===== src/rtl/cordic_add_subt_fx_if.sv =====
// Request/ready/ack handshake and operand/result bus between the CORDIC control FSM and its adder/subtractor.
interface cordic_add_subt_fx_if #(
    parameter int unsigned W = 32
);
    logic         beg_add_subt;
    logic         ack_add_subt;
    logic         add_subt;
    logic [W-1:0] data_a;
    logic [W-1:0] data_b;
    logic         ready_add_subt;
    logic         busy;
    logic [W-1:0] result;
    logic         overflow_flag;

    modport master (
        output beg_add_subt, ack_add_subt, add_subt, data_a, data_b,
        input  ready_add_subt, busy, result, overflow_flag
    );

    modport slave (
        input  beg_add_subt, ack_add_subt, add_subt, data_a, data_b,
        output ready_add_subt, busy, result, overflow_flag
    );
endinterface


===== src/rtl/cordic_add_subt_fx.sv =====
// Multi-cycle two's-complement add/subtract for CORDIC X/Y/Z updates, three edges from start to ready.
// Define CORDIC_ADDSUBT_SAT_EN to saturate on overflow; otherwise the result wraps.
module cordic_add_subt_fx #(
    parameter int unsigned W = 32
) (
    input  logic                 clk,
    input  logic                 reset,
    cordic_add_subt_fx_if.slave  bus
);
    localparam int unsigned WS = W + 1;

    typedef enum logic [1:0] {
        IDLE = 2'd0,
        LOAD = 2'd1,
        CALC = 2'd2,
        DONE = 2'd3
    } state_t;

    state_t       state;
    logic         beg_q;
    logic [W-1:0] a_q;
    logic [W-1:0] b_q;
    logic         op_q;
    logic [W:0]   sum_q;
    logic [W-1:0] result_q;
    logic         ovf_q;
    logic         ready_q;
    logic         busy_q;

    logic [W:0]   a_ext_c;
    logic [W:0]   b_ext_c;
    logic [W:0]   b_eff_c;
    logic [W:0]   sum_c;
    logic         ovf_c;
    logic [W-1:0] res_c;
    logic         start_c;

    // Negate at W+1 bits so that subtracting the most negative value keeps its true sign.
    always_comb begin
        a_ext_c = {a_q[W-1], a_q};
        b_ext_c = {b_q[W-1], b_q};
        b_eff_c = op_q ? (~b_ext_c + WS'(1)) : b_ext_c;
        sum_c   = a_ext_c + b_eff_c;
    end

    // Overflow when the extension bit disagrees with the W-bit sign.
    always_comb begin
        ovf_c = sum_q[W] ^ sum_q[W-1];
`ifdef CORDIC_ADDSUBT_SAT_EN
        if (!ovf_c)
            res_c = sum_q[W-1:0];
        else if (sum_q[W])
            res_c = {1'b1, {(W-1){1'b0}}};
        else
            res_c = {1'b0, {(W-1){1'b1}}};
`else
        res_c = sum_q[W-1:0];
`endif
    end

    assign start_c = bus.beg_add_subt & ~beg_q;

    always_ff @(posedge clk or negedge reset) begin
        if (!reset) begin
            state    <= IDLE;
            beg_q    <= 1'b0;
            a_q      <= '0;
            b_q      <= '0;
            op_q     <= 1'b0;
            sum_q    <= '0;
            result_q <= '0;
            ovf_q    <= 1'b0;
            ready_q  <= 1'b0;
            busy_q   <= 1'b0;
        end else begin
            beg_q <= bus.beg_add_subt;
            case (state)
                IDLE: begin
                    ready_q <= 1'b0;
                    busy_q  <= 1'b0;
                    if (start_c) begin
                        a_q    <= bus.data_a;
                        b_q    <= bus.data_b;
                        op_q   <= bus.add_subt;
                        busy_q <= 1'b1;
                        state  <= LOAD;
                    end
                end
                LOAD: begin
                    sum_q <= sum_c;
                    state <= CALC;
                end
                CALC: begin
                    result_q <= res_c;
                    ovf_q    <= ovf_c;
                    busy_q   <= 1'b0;
                    ready_q  <= 1'b1;
                    state    <= DONE;
                end
                DONE: begin
                    // Leaving on beg low as well as ack keeps a held request from restarting.
                    if (bus.ack_add_subt || !bus.beg_add_subt) begin
                        ready_q <= 1'b0;
                        state   <= IDLE;
                    end
                end
                default: begin
                    ready_q <= 1'b0;
                    busy_q  <= 1'b0;
                    state   <= IDLE;
                end
            endcase
        end
    end

    assign bus.ready_add_subt = ready_q;
    assign bus.busy           = busy_q;
    assign bus.result         = result_q;
    assign bus.overflow_flag  = ovf_q;
endmodule


===== src/flat_wrapper.sv =====
// flat-port wrapper written by rule: the top's interface ports become plain ports
module cordic_add_subt_fx_flat 
#(
    parameter int unsigned W = 32
)
  (clk, reset, bus_beg_add_subt, bus_ack_add_subt, bus_add_subt, bus_data_a, bus_data_b, bus_ready_add_subt, bus_busy, bus_result, bus_overflow_flag);
  cordic_add_subt_fx_if #(.W(W)) bus_i ();
  input  logic clk;
  input  logic reset;
  input wire logic [$bits(bus_i.beg_add_subt)-1:0] bus_beg_add_subt;
  input wire logic [$bits(bus_i.ack_add_subt)-1:0] bus_ack_add_subt;
  input wire logic [$bits(bus_i.add_subt)-1:0] bus_add_subt;
  input wire logic [$bits(bus_i.data_a)-1:0] bus_data_a;
  input wire logic [$bits(bus_i.data_b)-1:0] bus_data_b;
  output wire logic [$bits(bus_i.ready_add_subt)-1:0] bus_ready_add_subt;
  output wire logic [$bits(bus_i.busy)-1:0] bus_busy;
  output wire logic [$bits(bus_i.result)-1:0] bus_result;
  output wire logic [$bits(bus_i.overflow_flag)-1:0] bus_overflow_flag;
  assign bus_i.beg_add_subt = bus_beg_add_subt;
  assign bus_i.ack_add_subt = bus_ack_add_subt;
  assign bus_i.add_subt = bus_add_subt;
  assign bus_i.data_a = bus_data_a;
  assign bus_i.data_b = bus_data_b;
  assign bus_ready_add_subt = bus_i.ready_add_subt;
  assign bus_busy = bus_i.busy;
  assign bus_result = bus_i.result;
  assign bus_overflow_flag = bus_i.overflow_flag;
  cordic_add_subt_fx #(.W(W)) u_core (.clk(clk), .reset(reset), .bus(bus_i));
endmodule

===== config.mk =====
export PLATFORM = sky130hd
export DESIGN_NAME = cordic_add_subt_fx_flat
export DESIGN_NICKNAME = d
export VERILOG_FILES = /design/src/rtl/cordic_add_subt_fx_if.sv /design/src/rtl/cordic_add_subt_fx.sv /design/src/flat_wrapper.sv
export SDC_FILE = /design/constraint.sdc
export NUM_CORES = 1
export LEC_CHECK = 0
export CORE_UTILIZATION = 51
export CTS_CLUSTER_SIZE = 25
export DETAILED_ROUTE_END_ITERATION = 7
export GPL_ROUTABILITY_DRIVEN = 0
export PLACE_DENSITY = 0.78
export SLEW_MARGIN = 30
export SYNTH_ARGS = -nofsm -noshare
export SYNTH_HDL_FRONTEND = slang
export SYNTH_SLANG_ARGS = --single-unit

===== constraint.sdc =====
create_clock -name clk -period 3.4 [get_ports clk]
set_input_delay 0.68 -clock clk [delete_from_list [all_inputs] [get_ports clk]]
set_output_delay 0.68 -clock clk [all_outputs]
set_load 0.02 [all_outputs]

==> results.tsv <==
metric	value	unit
track_usage	0.2825	
fillers	788	
die_area	15870	um2
fin_ws	-728.8	ps
synth_nets	819	
dp_hpwl	14710	um
critical_path_required	3690	ps
hold_class	in2async	
rsz0062_at_grt	true	
grt_pass1_vias	6912	
cts_buffers	17	
final_nets	1060	
finalSetupViolations	22	
portBuffers	103	
diodes	0	
drive_above_1_share	0.4260	
fin_worst_skew	10.53	ps
dp_cells	1081	
rows	44	
clk_pin_slew	60	ps
period_needed	4129	ps
worst-setup-path-type	reg2reg	
grt_start_max_net_pins	67	
synth-edff-count	0	
core-area	14750	um2
insertion_delay	440	ps
postRouteAntennaNets	0	
period_share	1.214	
dr.first_iter.drc_count	675	
clock_sinks	136	
synth_ff_type	dfrtp_1	
routed_wl	26220	um
cts_buffer_depth	2	
die_w	126.0	um
grt_pass1_wl	35050	um
ys_ff_latch	136	
cts_tree	done	
end_kind	flop	
avgRoutedWirePerCell	22.92	um
syn_inst	711	
htreeDepth	4	
worstPathArrival	4420	ps
drv_cap	0	
violations	negative setup slack	
max_slew_margin	0.4528	
instances_no_fill	1144	
start_util	0.5314	
die_y	126.0	um
ios	104	
clock-root-buffer	clkbuf_16	
timing.final.max_slew_violations	0	
vias	7374	
crit_fanout	3	
viasPerCell	6.446	
syn2layout_area_growth	47.25	%
route.detailed.drc	0	
crit_path_start_kind	flop	
hold_viol_final	0	
grt.overflow.total	0	
synth.cell_area	7840	um2
yosys.cell_types.count	77	
max_freq	242.2	MHz
tightest_slew	820.8	ps
avgSynthCellArea	11.03	um2
synth_seq_area_share	0.4341	
antenna_found_initial	0	
run_status	complete, but fails checks	
yosysWarnings	0	
drtPass1Iterations	6	
async_flop_share	1.000	
## critical path, stage by stage (launching register included)
cell and delay [ps]:
dfrtp_1 420, nor4_4 340, nand4b_1 230, nor2_2 230, buf_4 140, buf_4 90, buf_4 150, nand2_8 80
o41ai_4 220, xnor2_1 140, ha_1 370, buf_6 160, nand3_2 90, nand3_1 210, a31oi_1 230, o211ai_1 160
and2_4 170, buf_4 120, nor4_1 310, o31ai_1 120
## flip-flops by register name, summed over array words and instances, names as in the netlist
| name | cells |
|---|---|
| u_core.sum_q | 33 |
| u_core.a_q | 32 |
| u_core.b_q | 32 |
| u_core.bus.result | 32 |
| u_core.state | 2 |
| u_core.beg_q | 1 |
| u_core.bus.busy | 1 |
| u_core.bus.overflow_flag | 1 |
| u_core.bus.ready_add_subt | 1 |
| u_core.op_q | 1 |
## worst paths after layout
kind,cells after the start,start,slack (ps),endpoint
max in group asynchronous,2,reset,2360,u_core.bus.result[11]
max reg2reg,19,u_core.b_q[3],-730,u_core.sum_q[30]
min in group clk,2,u_core.sum_q[12],500,u_core.sum_q[12]
max,19,u_core.b_q[3],-730,u_core.sum_q[30]
min reg2reg,2,u_core.sum_q[12],500,u_core.sum_q[12]
min,1,reset,180,u_core.a_q[0]
## per-stage QoR
| step | worst slack, ps | area (um2) | hold slack [ps] | util | TNS, ps |
|---|---|---|---|---|---|
| floorplan | -192.2 | 7895 | 384.4 | - | -820.6 |
| global placement | -317.1 | 9868 | 466.4 | 0.6688 | -1809 |
| detailed placement | -475.1 | 9868 | 478.9 | 0.6688 | -3567 |
| CTS | -244.2 | 10870 | 189.4 | 0.7369 | -1892 |
| global route | -870.1 | 11540 | 211.8 | 0.7825 | -10900 |
| finish | -728.8 | 11540 | 178.5 | 0.7825 | -7961 |
## layout by cell type (no fill, tap or decap), types with 8 or more instances in the layout
cell type | synthesis | layout
buf_6 | 1 | 26
a21oi_1 | 32 | 18
nand3_1 | 12 | 8
a21o_1 | 12 | 12
ha_1 | 38 | 31
clkdlybuf4s50_1 | 0 | 102
xnor2_1 | 38 | 28
clkbuf_16 | 0 | 17
o31ai_1 | 15 | 8
buf_4 | 0 | 122
o21ai_0 | 27 | 11
nand2b_1 | 10 | 10
xnor2_2 | 0 | 10
inv_1 | 15 | 13
nand2_1 | 53 | 43
dfrtp_1 | 136 | 135
a21oi_2 | 1 | 10
nor2_1 | 31 | 29
mux2_2 | 111 | 110
## synth_stat cells (10+ instances only)
library cell / count / area share
a21o_1: 12 / 0.011
a21oi_1: 32 / 0.020
clkbuf_1: 25 / 0.012
dfrtp_1: 136 / 0.43
ha_1: 38 / 0.061
inv_1: 15 / 0.0072
mux2_2: 111 / 0.16
nand2_1: 53 / 0.025
nand2b_1: 10 / 0.0080
nand3_1: 12 / 0.0077
nor2_1: 31 / 0.015
o21ai_0: 27 / 0.017
o31ai_1: 15 / 0.014
xnor2_1: 38 / 0.042
## metal layers
layer,vias up,routed length [um],part of all wire,global-route usage
met2,476,12350,0.47,0.4589
met5,-,0,0,0
met1,3650,10500,0.40,0.3687
met3,142,2005,0.076,0.05395
met4,0,1369,0.052,0.1254
li1,3106,-,-,-
## final cells by class
cell class,count,area (um2),area share
well taps,184,230.2,0.01994
clock buffers,23,488.0,0.04227
flip-flops and latches,136,3405,0.2949
clock inverters,4,70.07,0.006069
multi-input cells,530,5040,0.4365
repair buffers,251,2250,0.1949
inverters,16,62.56,0.005419
## cell families after synthesis
logic type               Yosys count  synth area share
AO/OA/AOI/OAI                    163            0.1524
XOR/XNOR                          47           0.05251
adder cells (fa/ha/maj)           39           0.06320
buffers and inverters             45           0.02282
flip-flops                       136            0.4341
multiplexers                     111            0.1594
AND/OR/NAND/NOR                  170            0.1155
## repair_timing
item,CTS,global route
pin swaps,41,73
resized for setup,77,103
endpoints found under the setup margin,19,23
setup buffers,17,22
endpoints found under the hold margin,0,0
hold buffers,0,0
Power is not shown: default switching activity piles up to over one toggle a cycle in this logic, so the estimate is an artifact.
